===== src/rtl/mul_by_add_pkg.sv =====
// rtl/mul_by_add_pkg.sv - shared state encoding and data width for the multiply-by-add controller
package mul_by_add_pkg;

    localparam int DW = 16;

    typedef enum logic [2:0] {
        IDLE   = 3'd0,
        LOAD_A = 3'd1,
        LOAD_B = 3'd2,
        CALC   = 3'd3,
        DONE   = 3'd4
    } state_t;

endpackage


===== src/rtl/mul_by_add_ctrl_if.sv =====
// rtl/mul_by_add_ctrl_if.sv - host/datapath handshake bundle for the multiply-by-add controller
interface mul_by_add_ctrl_if;

    logic start;
    logic abort;
    logic eqz;
    logic sel_b;
    logic ldA;
    logic ldB;
    logic clrP;
    logic ldP;
    logic decB;
    logic busy;
    logic done;
    logic timeout;

    modport master (
        output start, abort, eqz,
        input  sel_b, ldA, ldB, clrP, ldP, decB, busy, done, timeout
    );

    modport slave (
        input  start, abort, eqz,
        output sel_b, ldA, ldB, clrP, ldP, decB, busy, done, timeout
    );

endinterface


===== src/rtl/mul_by_add_wdog.sv =====
// rtl/mul_by_add_wdog.sv - add-cycle watchdog counter with terminal-count compare
module mul_by_add_wdog #(
    parameter int CNT_W    = 16,
    parameter int MAX_ITER = 65535
) (
    input  logic clk,
    input  logic rst,
    input  logic clr,
    input  logic inc,
    output logic expire
);

    logic [CNT_W-1:0] cnt_q;
    logic [CNT_W-1:0] cnt_d;

    always_comb begin
        cnt_d = cnt_q;
        if (clr) begin
            cnt_d = '0;
        end else if (inc) begin
            cnt_d = cnt_q + CNT_W'(1);
        end
    end

    always_ff @(posedge clk or posedge rst) begin
        if (rst) begin
            cnt_q <= '0;
        end else begin
            cnt_q <= cnt_d;
        end
    end

    assign expire = (cnt_q == CNT_W'(MAX_ITER));

endmodule


===== src/rtl/mul_by_add_ctrl.sv =====
// rtl/mul_by_add_ctrl.sv - sequencer for 16-bit multiply by repeated addition
// Optional iteration watchdog enabled by defining MUL_BY_ADD_WDOG_EN.
module mul_by_add_ctrl #(
    parameter int CNT_W    = 16,
    parameter int MAX_ITER = 65535
) (
    input  logic             clk,
    input  logic             rst,
    mul_by_add_ctrl_if.slave bus
);

    import mul_by_add_pkg::*;

    state_t state_q, state_d;
    logic   busy_q, busy_d;
    logic   done_q, done_d;
    logic   sel_b_q, sel_b_d;
    logic   timeout_q, timeout_d;
    logic   ld_a, ld_b, clr_p, ld_p, dec_b;
    logic   wd_clr, wd_inc, expire;

`ifdef MUL_BY_ADD_WDOG_EN
    mul_by_add_wdog #(
        .CNT_W    (CNT_W),
        .MAX_ITER (MAX_ITER)
    ) u_wdog (
        .clk    (clk),
        .rst    (rst),
        .clr    (wd_clr),
        .inc    (wd_inc),
        .expire (expire)
    );
`else
    logic unused_wdog;
    assign expire      = 1'b0;
    assign unused_wdog = wd_clr ^ wd_inc ^ (CNT_W != MAX_ITER);
`endif

    // Strobes are Mealy so abort and eqz act within the same cycle.
    always_comb begin
        state_d   = state_q;
        ld_a      = 1'b0;
        ld_b      = 1'b0;
        clr_p     = 1'b0;
        ld_p      = 1'b0;
        dec_b     = 1'b0;
        wd_clr    = 1'b0;
        wd_inc    = 1'b0;
        timeout_d = 1'b0;
        unique case (state_q)
            IDLE: begin
                if (bus.start) state_d = LOAD_A;
            end
            LOAD_A: begin
                if (bus.abort) begin
                    state_d = IDLE;
                end else begin
                    ld_a    = 1'b1;
                    state_d = LOAD_B;
                end
            end
            LOAD_B: begin
                if (bus.abort) begin
                    state_d = IDLE;
                end else begin
                    ld_b    = 1'b1;
                    clr_p   = 1'b1;
                    wd_clr  = 1'b1;
                    state_d = CALC;
                end
            end
            CALC: begin
                if (bus.abort) begin
                    state_d = IDLE;
                end else if (bus.eqz) begin
                    state_d = DONE;
                end else if (expire) begin
                    state_d   = DONE;
                    timeout_d = 1'b1;
                end else begin
                    ld_p   = 1'b1;
                    dec_b  = 1'b1;
                    wd_inc = 1'b1;
                end
            end
            DONE: begin
                state_d = IDLE;
            end
            default: begin
                state_d = IDLE;
            end
        endcase
        busy_d  = (state_d != IDLE);
        done_d  = (state_d == DONE);
        sel_b_d = (state_d == LOAD_B);
    end

    always_ff @(posedge clk or posedge rst) begin
        if (rst) begin
            state_q   <= IDLE;
            busy_q    <= 1'b0;
            done_q    <= 1'b0;
            sel_b_q   <= 1'b0;
            timeout_q <= 1'b0;
        end else begin
            state_q   <= state_d;
            busy_q    <= busy_d;
            done_q    <= done_d;
            sel_b_q   <= sel_b_d;
            timeout_q <= timeout_d;
        end
    end

    assign bus.sel_b   = sel_b_q;
    assign bus.ldA     = ld_a;
    assign bus.ldB     = ld_b;
    assign bus.clrP    = clr_p;
    assign bus.ldP     = ld_p;
    assign bus.decB    = dec_b;
    assign bus.busy    = busy_q;
    assign bus.done    = done_q;
    assign bus.timeout = timeout_q;

endmodule

===== src/flat_wrapper.sv =====
// flat-port wrapper written by rule: the top's interface ports become plain ports
module mul_by_add_ctrl_flat import mul_by_add_pkg::*;
#(
    parameter int CNT_W    = 16,
    parameter int MAX_ITER = 65535
)
  (clk, rst, bus_start, bus_abort, bus_eqz, bus_sel_b, bus_ldA, bus_ldB, bus_clrP, bus_ldP, bus_decB, bus_busy, bus_done, bus_timeout);
  mul_by_add_ctrl_if bus_i ();
  input  logic clk;
  input  logic rst;
  input wire logic [$bits(bus_i.start)-1:0] bus_start;
  input wire logic [$bits(bus_i.abort)-1:0] bus_abort;
  input wire logic [$bits(bus_i.eqz)-1:0] bus_eqz;
  output wire logic [$bits(bus_i.sel_b)-1:0] bus_sel_b;
  output wire logic [$bits(bus_i.ldA)-1:0] bus_ldA;
  output wire logic [$bits(bus_i.ldB)-1:0] bus_ldB;
  output wire logic [$bits(bus_i.clrP)-1:0] bus_clrP;
  output wire logic [$bits(bus_i.ldP)-1:0] bus_ldP;
  output wire logic [$bits(bus_i.decB)-1:0] bus_decB;
  output wire logic [$bits(bus_i.busy)-1:0] bus_busy;
  output wire logic [$bits(bus_i.done)-1:0] bus_done;
  output wire logic [$bits(bus_i.timeout)-1:0] bus_timeout;
  assign bus_i.start = bus_start;
  assign bus_i.abort = bus_abort;
  assign bus_i.eqz = bus_eqz;
  assign bus_sel_b = bus_i.sel_b;
  assign bus_ldA = bus_i.ldA;
  assign bus_ldB = bus_i.ldB;
  assign bus_clrP = bus_i.clrP;
  assign bus_ldP = bus_i.ldP;
  assign bus_decB = bus_i.decB;
  assign bus_busy = bus_i.busy;
  assign bus_done = bus_i.done;
  assign bus_timeout = bus_i.timeout;
  mul_by_add_ctrl #(.CNT_W(CNT_W), .MAX_ITER(MAX_ITER)) u_core (.clk(clk), .rst(rst), .bus(bus_i));
endmodule

===== config.mk =====
export PLATFORM = sky130hd
export DESIGN_NAME = mul_by_add_ctrl_flat
export DESIGN_NICKNAME = d
export VERILOG_FILES = /design/src/rtl/mul_by_add_pkg.sv /design/src/rtl/mul_by_add_ctrl_if.sv /design/src/rtl/mul_by_add_wdog.sv /design/src/rtl/mul_by_add_ctrl.sv /design/src/flat_wrapper.sv
export SDC_FILE = /design/constraint.sdc
export NUM_CORES = 1
export LEC_CHECK = 0
export CAP_MARGIN = 40
export CORE_AREA = 2 2 39 41
export CTS_CLUSTER_DIAMETER = 120
export DETAILED_ROUTE_END_ITERATION = 8
export DIE_AREA = 0 0 41 43
export SLEW_MARGIN = 0
export SYNTH_ARGS = -nofsm -noshare
export SYNTH_HDL_FRONTEND = slang
export SYNTH_SLANG_ARGS = --single-unit

===== constraint.sdc =====
create_clock -name clk -period 2.79 [get_ports clk]
set_input_delay 0.558 -clock clk [delete_from_list [all_inputs] [get_ports clk]]
set_output_delay 0.558 -clock clk [all_outputs]
set_load 0.02 [all_outputs]

; ---- Word-level counts from Yosys, hierarchy flattened
; Cells that the tools add are included.
[classes]
add_sub_neg = 0
n_reduce_logical = 2
n_shift = 0
order_cmp = 0
multipliers = 0
mux = 12
eq_ne = 5
bitwise_logic = 0
div_mod_pow = 0
[ops]
columns = op, count
row1 = $pmux 3 s4, 1
row2 = $eq 3x2->1 const B, 3
row3 = $mux 3, 3
row4 = $mux 1, 6
row5 = $mux 2, 2
row6 = $eq 3x1->1 const B, 1
row7 = $eq 3x3->1 const B, 1
row8 = $logic_not 3->1, 1
row9 = $reduce_bool 3->1, 1
[word_totals]
out_inout_bits = 9
elab_cells = 23
latch_bits = 0
ram_bits = 0
in_bits = 5
n_memories = 0
romBits = 0
register_bits = 6

; ---- Longest topological paths before layout
[depth]
ltp_word = 4
ltp_mapped = 4
ltp_nobuf = 3

; ---- Worst setup path before layout
; OpenSTA, ideal clock, no wires.
[synth_timing]
kind = input -> output
startpoint = input bus_abort
endpoint = output bus_ldB
arrival_time_ps = 1655
t_required_ps = 2232
slack_ps = 577
cell_stages = 2
cell_sequence = nor4b_1 > buf_4
[synth_via]
elab_chain_len = 2
[synth_lines]
columns = element, line
row1 = from (decl), flat_wrapper.sv:12  ; input wire logic [$bits(bus_i.abort)-1:0] bus_abort;
row2 = $mux 1 (2 in a row), --
row3 = to (decl), flat_wrapper.sv:16  ; output wire logic [$bits(bus_i.ldB)-1:0] bus_ldB;
; Every way passes these cells.

; ---- Worst setup path after layout
[layout_timing]
startpoint = input bus_abort
endpoint = output bus_ldP
[layout_via]
elab_chain_len = 2
[layout_lines]
columns = element, line
row1 = $mux 1 (2 in a row), --
row2 = to (decl), flat_wrapper.sv:18  ; output wire logic [$bits(bus_i.ldP)-1:0] bus_ldP;
; Every way passes these cells.

==> metrics list <==
- Setup clock skew after layout: 0.00438 ns
* Number of global-route vias before repair: 246
* Kind of start point of the critical path: input port
* Chip Width: 41 um
- Summing internal, switching and leakage power gives 295 uW.
- After detailed routing, the average wire length per cell comes to 9.77 um.
- Sequential elements use 46.7% of the synthesized area.
- Once the clock tree was built, the resizer swapped 0 gates to a different size.
* DR vias: 246
- Clk sink count: 6
* Antenna violations before repair: 0
* I/O Buffers: 12
- Total track usage: 8.74%
* Family of cells with the greatest summed delay on the critical path: buffers and inverters
- Layout area overhead: 43.6%
* Number of optimization iterations in the first detailed-route pass: 3
* Vias per Instance: 4.32
* # hold bufs at CTS: 0
- Number of nets with antenna violations after detailed routing: 0
* Cell Rows: 14
- In this design, the stage delay of the slowest critical-path cell is 0.64 ns.
- Residual overflow from global routing: 0
- Post-Syn Instances: 30
* Post-CTS Repair Setup Buffers: 0
- Summing every instance area after synthesis gives 322 um2.
* Number of design-rule violations left by the first detailed-router iteration: 5
- The slowest stage of the critical path belongs to the cell clkdlybuf4s50_1.
* Setup_tns: 0 ns
- For this design the top-level I/O count stands at 14.
* Root Buffer Master: clkbuf_4
* Post-detailed-route DRC marker count: 0
- Proportion of layout cells with a drive suffix above 1: 24.4%
- Cell types with the largest area share after synthesis: dfrtp_1 (47%), nor4b_1 (8.2%), nor3b_2 (7.8%)
- Wire length of the first global-routing pass: 972 um
- Number of fillers in the final layout: 151
- Together, buffers and inverters on the worst path number 2.
* # setup viols final: 0
- Post-synth top area share: 46.7%
- The run finished with clean final reports.
- Kind of path behind the tightest hold check: in2async
* Num CTS Buffers: 3
- Data on the critical path is required at its endpoint by 2.23 ns.
- Mapped Avg Cell Area: 10.7 um2
- The setup path with the least slack is of type in2out.
* Die ar.: 1760 um2
- Final weighted congestion of routability-driven global placement: 0.656
- Timing startpoint of the critical path: bus_abort
- Synth cell types: 18
* R2R Path Start: u_core.state_q[1]
- The net count of the finished layout is 48.
* Post-synthesis net count: 35
- The synthesized design spends more area on one cell type than any other, namely dfrtp_1.
* Max Buffers Root-to-Sink: 2
- Count of H-tree levels built during CTS: 1
- Setup repair after global routing left no endpoint under its margin.
* Worst-skew pair later-pin latency: 0.24 ns
- Clock-pin transition on the worst setup and hold timing paths: 0.05 ns
- The repair_antennas step left the layout with diodes totalling 0.
- Max FO, Critical Path: 4
- The number of pins exceeding their max-slew limit in the final report was 0.
- Ordered cell list for the critical path: clkdlybuf4s50_1 -> nor2b_4 -> nand2_2 -> nor3_1 -> clkdlybuf4s50_1
- Final HPWL DP: 434 um
- Final hold violations: 0
- Most used cell along the critical path: clkdlybuf4s50_1
* Chip height: 43 um
* Highest attainable clock frequency: 0.373 GHz
- Entering global routing, the biggest net connects 10 pins.
* Fin crit share: 96.2%
- In this run the power density over the cells is 639 nW/um2.
- STA puts the critical path data arrival time at 2.12 ns.
- The worst path in the final design needs a cycle of 2.68 ns, including I/O delays and setup.
- Peak supply drop: 0.134 mV
- Static power due to leakage: 0.000204 uW
- The initial utilization of the core area, before any placement, comes to 23.2%.
- The synthesized design contains 6 register bits.
- The final layout contains routed wiring with a total length of 557 um.
- For this run, the number of Yosys warnings is 0.
- Max-cap viol count: 0
* Critical Path End Type: output pin
- TritonCTS built the clock tree.
- Core area: 1380 um2
through the flow:
stage	hold WS, ns	setup WS [ns]	cell area, um2	std cells	utilization (%)
after CTS	0.529	0.0726	453	57	32.7
after global placement	0.559	0.0878	430	54	31.1
final	0.526	0.107	462	57	33.4
after global routing	0.551	0.0173	462	57	33.4
after floorplan	0.349	0.577	322	30	-
after detailed placement	0.572	0.0736	430	54	31.1
Yosys cell counts:
cell type,number
nor4_1,1
inv_1,1
buf_2,1
buf_4,3
nor3b_2,2
nor4b_1,3
nor2_1,3
nor2b_4,1
o31ai_1,1
nand2_2,1
conb_1,1
buf_6,1
and3_2,1
o21ai_0,1
nand2_1,1
nor3_1,1
dfrtp_1,6
a22oi_1,1
layer usage:
layer,track usage (%),vias up,routed length [um]
li1,-,122,-
met1,9.03,119,213
met2,11.9,5,311
met3,3.14,0,33
met4,10.0,0,0
met5,0,-,0
registers in the layout, summed over array words and instances (netlist names):
register          count
u_core.bus.busy       1
u_core.bus.sel_b      1
u_core.bus.done       1
u_core.state_q        3
final cells by class:
type / count / area (um2) / share of cell area (%)
flip-flops and latches: 6 / 150 / 32.5
well taps: 16 / 20.0 / 4.34
multi-input cells: 18 / 135 / 29.3
clock buffers: 3 / 22.5 / 4.88
repair buffers: 13 / 130 / 28.2
inverters: 1 / 3.75 / 0.813
worst paths after layout:
path / cells after the start / endpoint / slack [ns]
worst min register to register: 1 / u_core.bus.sel_b / 0.59
max in group asynchronous: 2 / u_core.state_q[0] / 2.08
worst max register to register: 3 / u_core.bus.done / 1.78
worst min-delay path: 2 / u_core.state_q[1] / 0.53
worst max-delay path: 5 / bus_ldP / 0.11
min in group clk: 1 / u_core.bus.sel_b / 0.59
kinds of logic (layout without fill, tap and decap cells):
| group | count (synthesis) | count (layout) | share of synthesized area, % |
|---|---|---|---|
| buffers and inverters | 6 | 17 | 13.2 |
| other | 1 | 1 | 1.17 |
| DFF | 6 | 6 | 46.7 |
| and+or+nand+nor | 14 | 14 | 32.7 |
| AOI/OAI and AO/OA | 3 | 3 | 6.23 |
worst reg2reg max path: cells and delay by family, from the launching register on:
kind | cells | cell delay (ns)
flops | 1 | 0.45
simple gates | 3 | 0.47
power breakdown:
group,internal (uW),leakage (uW),switching [uW]
combinational,50.8,0.000112,43.4
sequential,103,0.0000782,19.5
clock,48.6,0.0000138,29.9
total,202,0.000204,92.9
cells in the final DEF, fill, tap and decap left out:
master and instances:
nand2_2 1, conb_1 1, nor3b_2 2, o31ai_1 1, inv_1 1, dfrtp_1 6
nor2b_4 1, nor2_1 3, and3_2 1, nand2_1 1, clkdlybuf4s50_1 11, nor4b_2 1
clkbuf_4 3, nor4_1 1, dlymetal6s2s_1 1, a22oi_1 1, nor3_1 1, buf_4 1
nor4b_1 2, o21ai_0 1
Note: power is estimated with default switching activity, not from simulation.
